### config.mk
export PLATFORM = sky130hd
export DESIGN_NAME = dp_mem_responder
export DESIGN_NICKNAME = d
export VERILOG_FILES = /design/src/rtl/dp_mem_responder.sv
export SDC_FILE = /design/constraint.sdc
export NUM_CORES = 1
export LEC_CHECK = 0
export ABC_AREA = 1
export CAP_MARGIN = 20
export CORE_MARGIN = 2
export CORE_UTILIZATION = 42
export CTS_CLUSTER_DIAMETER = 30
export CTS_CLUSTER_SIZE = 10
export DETAILED_ROUTE_END_ITERATION = 7
export PLACE_DENSITY = 0.81
export SLEW_MARGIN = 20
export SYNTH_ARGS = -nofsm -noshare
export SYNTH_HDL_FRONTEND = slang
export SYNTH_SLANG_ARGS = --single-unit
### constraint.sdc
create_clock -name CLK -period 2 [get_ports CLK]
set_input_delay 0.4 -clock CLK [delete_from_list [all_inputs] [get_ports CLK]]
set_output_delay 0.4 -clock CLK [all_outputs]
set_load 0.05 [all_outputs]
### src/rtl/dp_mem_responder.sv
// dp_mem_responder
//   Stands in for the cache level between the datapath and a single-port RAM.
//   Instruction fetches and data reads/writes are serialized onto the RAM one
//   transaction at a time. Data requests win over fetches. Once the datapath
//   raises halt, new fetches are no longer accepted.
//
// Ports
//   CLK, nRST              clock (rising edge), async active-low reset
//   imemREN, imemaddr      instruction fetch request / address
//   dmemREN, dmemWEN       data read / write request (both high = write)
//   dmemaddr, dmemstore    data address / write data
//   halt                   datapath halted (captured into sticky halted)
//   ihit, imemload         fetch complete pulse / fetched instruction
//   dhit, dmemload         data access complete pulse / loaded data
//   ramREN, ramWEN         RAM read / write strobes
//   ramaddr, ramstore      RAM address / write data (hold last captured value)
//   ramload, ramstate      RAM read data / status (0 FREE 1 BUSY 2 ACCESS 3 ERROR)
//   halted, err            sticky halt copy / sticky RAM error-or-timeout flag
//   dbg_state              current FSM state (0 IDLE 1 DREQ 2 IREQ 3 RESP)
//
// Handshake: a request is sampled only in IDLE. The matching hit is a single
// registered cycle decoded from RESP. A request still high in the cycle after
// its hit is taken as a new request, so the datapath drops it on the edge that
// ends the hit cycle.

module dp_mem_responder #(
    parameter int          TIMEOUT  = 64,
    parameter logic [31:0] ERR_WORD = 32'hBAD1BAD1
) (
    input  logic        CLK,
    input  logic        nRST,
    input  logic        imemREN,
    input  logic [31:0] imemaddr,
    input  logic        dmemREN,
    input  logic        dmemWEN,
    input  logic [31:0] dmemaddr,
    input  logic [31:0] dmemstore,
    input  logic        halt,
    output logic        ihit,
    output logic [31:0] imemload,
    output logic        dhit,
    output logic [31:0] dmemload,
    output logic        ramREN,
    output logic        ramWEN,
    output logic [31:0] ramaddr,
    output logic [31:0] ramstore,
    input  logic [31:0] ramload,
    input  logic [1:0]  ramstate,
    output logic        halted,
    output logic        err,
    output logic [1:0]  dbg_state
);

    localparam int CW = $clog2(TIMEOUT) + 1;
    localparam logic [CW-1:0] LAST_WAIT = CW'(TIMEOUT - 1);

    localparam logic [1:0] RAM_ACCESS = 2'd2;
    localparam logic [1:0] RAM_ERROR  = 2'd3;

    typedef enum logic [1:0] {
        IDLE = 2'd0,
        DREQ = 2'd1,
        IREQ = 2'd2,
        RESP = 2'd3
    } state_t;

    state_t        state;
    state_t        next_state;
    logic          from_d;     // current/last transaction was a data access
    logic          wr_q;       // current transaction is a write
    logic [31:0]   addr_q;
    logic [31:0]   store_q;
    logic [CW-1:0] wait_cnt;

    logic in_req;
    logic ram_ok;
    logic ram_fail;
    logic d_req;
    logic i_req;

    assign in_req   = (state == DREQ) || (state == IREQ);
    assign ram_ok   = in_req && (ramstate == RAM_ACCESS);
    // ACCESS wins if it lands on the same cycle as the timeout.
    assign ram_fail = in_req && !ram_ok &&
                      ((ramstate == RAM_ERROR) || (wait_cnt == LAST_WAIT));
    assign d_req    = dmemREN || dmemWEN;
    assign i_req    = imemREN && !halted;

    // State register
    always_ff @(posedge CLK or negedge nRST) begin
        if (!nRST) begin
            state <= IDLE;
        end else begin
            state <= next_state;
        end
    end

    // Next-state logic
    always_comb begin
        next_state = state;
        case (state)
            IDLE: begin
                if (d_req) begin
                    next_state = DREQ;
                end else if (i_req) begin
                    next_state = IREQ;
                end
            end
            DREQ, IREQ: begin
                if (ram_ok || ram_fail) begin
                    next_state = RESP;
                end
            end
            RESP:    next_state = IDLE;
            default: next_state = IDLE;
        endcase
    end

    // Output decode: everything here is a function of registered state only.
    always_comb begin
        ramREN    = in_req && !wr_q;
        ramWEN    = in_req && wr_q;
        ihit      = (state == RESP) && !from_d;
        dhit      = (state == RESP) && from_d;
        dbg_state = state;
    end

    assign ramaddr  = addr_q;
    assign ramstore = store_q;

    // Transaction capture, load registers, wait counter and sticky flags
    always_ff @(posedge CLK or negedge nRST) begin
        if (!nRST) begin
            from_d   <= 1'b0;
            wr_q     <= 1'b0;
            addr_q   <= '0;
            store_q  <= '0;
            wait_cnt <= '0;
            imemload <= '0;
            dmemload <= '0;
            halted   <= 1'b0;
            err      <= 1'b0;
        end else begin
            halted <= halted | halt;

            if (state == IDLE) begin
                if (d_req) begin
                    addr_q   <= dmemaddr;
                    store_q  <= dmemstore;
                    wr_q     <= dmemWEN;
                    from_d   <= 1'b1;
                    wait_cnt <= '0;
                end else if (i_req) begin
                    // Fetches never write; ramstore keeps its last value.
                    addr_q   <= imemaddr;
                    wr_q     <= 1'b0;
                    from_d   <= 1'b0;
                    wait_cnt <= '0;
                end
            end

            if (ram_ok) begin
                if (!wr_q) begin
                    if (from_d) begin
                        dmemload <= ramload;
                    end else begin
                        imemload <= ramload;
                    end
                end
            end else if (ram_fail) begin
                err <= 1'b1;
                if (from_d) begin
                    dmemload <= ERR_WORD;
                end else begin
                    imemload <= ERR_WORD;
                end
            end else if (in_req) begin
                wait_cnt <= wait_cnt + CW'(1);
            end
        end
    end

endmodule

==> summary.md <==
| Metric | Value |
|---|---|
| Status | completed |
| Yosys synthesis warning count | 0 |
| Number of port buffers | approximately 270 |
| Number of buffers created by CTS | 17 |
| Setup CP Type | flip-flop to output pin |
| Data required, critical path | about 1.6 ns |
| Overall die area | 15500 um^2 |
| Portion of total power attributed to combinational logic | between 50 and 60% |
| RePlAce Congestion | 0.794 |
| Clock latency on the worst-skew pair | 0.42 ns |
| Initial antenna violation count | 0 |
| Placed cell count | just over 1000 |
| Power density over cell area | between 1500 and 2000 nW/um^2 |
| Leakage power | 5.21 nW |
| Achievable clock frequency | 0.509 GHz |
| Total power draw | 19.6 mW |
| Detailed-route wire length | 17400 um |
| CTS tree | yes |
| Core outline area | 14000 um^2 |
| Critical Path Fanout Max | 2 |
| Final antenna-violating net count | 0 |
| Ordered cell list for the critical path | clkdlybuf4s50_1 |
| CP Launch Type | flip-flop |
| CTS root buf | sky130_fd_sc_hd__clkbuf_16 |
| Family with the most delay on the worst path | buffers and inverters |
| Fin cells | ~1100 |
| Most frequently used flop master after synthesis | sky130_fd_sc_hd__dfrtp_1 |
| WL/cell | 16.3 um |
| Number of clock sinks seen by CTS | 141 |
| Synth Net Count | 731 |
| Setup-failing EPs final | 0 |
| Max-cap check violation count | 0 |
| Vias | between 5000 and 6000 |
| Vias in the first global route | roughly 5400 |
| Share of cells above drive strength 1 | 19.1% |
| Post-Synthesis Cell Area | 6080 um^2 |
| Die boundary width | 124 um |
| Number of flip-flops and latches in the synthesized netlist | ~140 |
| Worst hold slack | 0.474 ns |
| Crit path buffers/inverters | 1 |
| Post-Syn Area per Cell | 10.3 um^2 |
| Cell with the biggest individual delay on the critical path | sky130_fd_sc_hd__clkdlybuf4s50_1 |
| Iter 0 DRT Violations | 282 |
| Post-synth cell types | 27 |
| Number of flops mapped to enable cells by yosys | 0 |
| Critical register-to-register path startpoint | dbg_state[0] |
| Part of the Yosys area used for sequential elements | 58.0% |
| H-tree depth reported by CTS | 4 |
| Arrival time of data at the critical path endpoint | 1.56 ns |
| Critical path launch point | ramaddr[2] |
| Maximum number of pins on one net before global-route repair | 53 |
| Design internal power | 10.0 mW |
| Unrepaired setup endpoints after global routing | true |
| GR Util All Layers | 22.9% |
| Starting Density | a little over two fifths |
| Number of top-level pins | between 200 and 300 |
| First-pass iteration count of the detailed router | 5 |
| Via density | 4.94 |
| Wire length of the first global-routing pass | around 28000 um |
| Highest ir drop seen on vdd | approximately 1.2 mV |
| Max incr delay on CP | around 0.80 ns |
| Number of filler instances in the final layout | 1023 |
| Proportion of power drawn by flip-flops and latches | 25.4% |
| Die height | approximately 120 um |
| Row count | 43 |
| CTS clk-pin slew, worst paths | around 0.06 ns |
| Post-route minimum period | between 1.5 and 2 ns |
| Final Hold Violating Endpoints | 0 |
| Relative max-transition margin | 63.3% |
| Hold Crit Class | flip-flop to flip-flop |
| Actual slew at the worst max-slew pin | 0.550 ns |
| Cell count after synthesis | around 590 |
| Synth async-reset ratio | 100% |
| Kind of end point of the critical path | output pin |
| Sw frac | between 40% and 50% |
| Clock Skew | 0.00919 ns |
| Period Utilization, post-route | 98.2% |
| Maximum clock insertion buffer count | 2 |
| Drt drc | 0 |
| Final layout net count | a little over 1000 |
| Layout overhead on the synthesized area | 62.2% |
| Clock power frac | 15.9% |
| Max-slew violation count | 0 |
| Final antenna diode count | 0 |
| GRT Residual Overflow | 0 |
| Hpwl dp | 12400 um |
| Hold path startpoint | dmemload[12] |
| Sw power | around 9.6 mW |
==> cells in the mapped netlist (all sizes together) (3+ instances only) <==
cell    number  area [um^2]
nand3       10         87.6
buf         21          211
inv         23         86.3
o21ai       73          523
clkbuf      10         37.5
dfrtp      141         3530
a31oi       32          200
nand2      170          656
nor2        64          263
mux2        32          360
nand4        4         25.0
a21oi        3         26.3
ha           4         50.1
==> through the flow <==
step	setup slack, ns	instance area (um^2)	TNS [ns]	util [%]
6_report	0.0361	9870	0	70.3
5_1_grt	-0.0169	9870	-0.0304	70.3
4_1_cts	0.000619	9620	0	68.5
3_5_place_dp	0.0459	9030	0	64.3
3_3_place_gp	0.110	9030	0	64.3
2_1_floorplan	0.0290	6090	0	-
==> cell type report <==
class | instances | area, um^2 | share of cell area (%)
flip-flops and latches | 141 | 3530 | 35.8
well taps | 180 | 225 | 2.28
inverters | 23 | 90.1 | 0.913
clock buffers | 22 | 474 | 4.80
clock inverters | 10 | 113 | 1.14
multi-input cells | 396 | 2240 | 22.7
repair buffers | 298 | 3200 | 32.4
==> what timing repair did <==
action / in CTS / in global routing
resized for setup: 34 / 87
setup buffers: 2 / 4
endpoints found under the hold margin: 48 / 0
setup endpoints to repair: 31 / 87
hold buffers: 1 / 0
pin swaps: 0 / 1
==> flip-flops by register name, summed over array words and instances, names as in the netlist <==
register and cells:
wr_q 1, err 1, halted 1, dmemload 32
wait_cnt 7, dbg_state 2, ramstore 32, imemload 32
from_d 1, ramaddr 32
==> routing by layer <==
metal,GRT usage (%),up-vias,wire [um]
met1,26.9,2515,6960
li1,-,2530,-
met2,39.2,223,8840
met3,8.68,17,1390
met5,0,-,0
met4,6.15,0,259
==> logic make-up after synthesis <==
logic type / count (synthesis) / share of synthesized area [%]
AO/OA/AOI/OAI: 111 / 12.7
adder cells (fa/ha/maj): 4 / 0.823
AND/OR/NAND/NOR: 249 / 17.0
flip-flops: 141 / 58.0
multiplexers: 32 / 5.92
buffers and inverters: 54 / 5.51
==> path summary, 6_finish.rpt <==
kind / to / slack (ns) / cells after the start
min reg2reg: dmemload[12] / 0.47 / 2
min: dmemload[12] / 0.47 / 2
max: ramaddr[2] / 0.04 / 1
max in group asynchronous: imemload[28] / 0.88 / 3
max reg2reg: imemload[4] / 0.17 / 9
min in group asynchronous: ramaddr[5] / 0.52 / 2
==> power by group through the flow <==
stage	Clock [mW]	Sequential, mW	Combinational [mW]
final	3.11	4.99	11.5
after global placement	0	5.00	11.4
after floorplan	0	9.58	3.09
after global routing	3.30	5.18	12.1
after CTS	3.16	5.02	11.5
after detailed placement	0	5.07	11.5
==> layout by cell type (no fill, tap or decap), drive strengths merged, types with 29 or more instances in the layout <==
cell type	instances
mux2	32
a31oi	32
nor2	64
buf	40
dlymetal6s2s	85
dfrtp	141
o21ai	73
clkdlybuf4s50	143
dlygate4sd2	29
nand2	170
(Power assumes the default switching activity.)
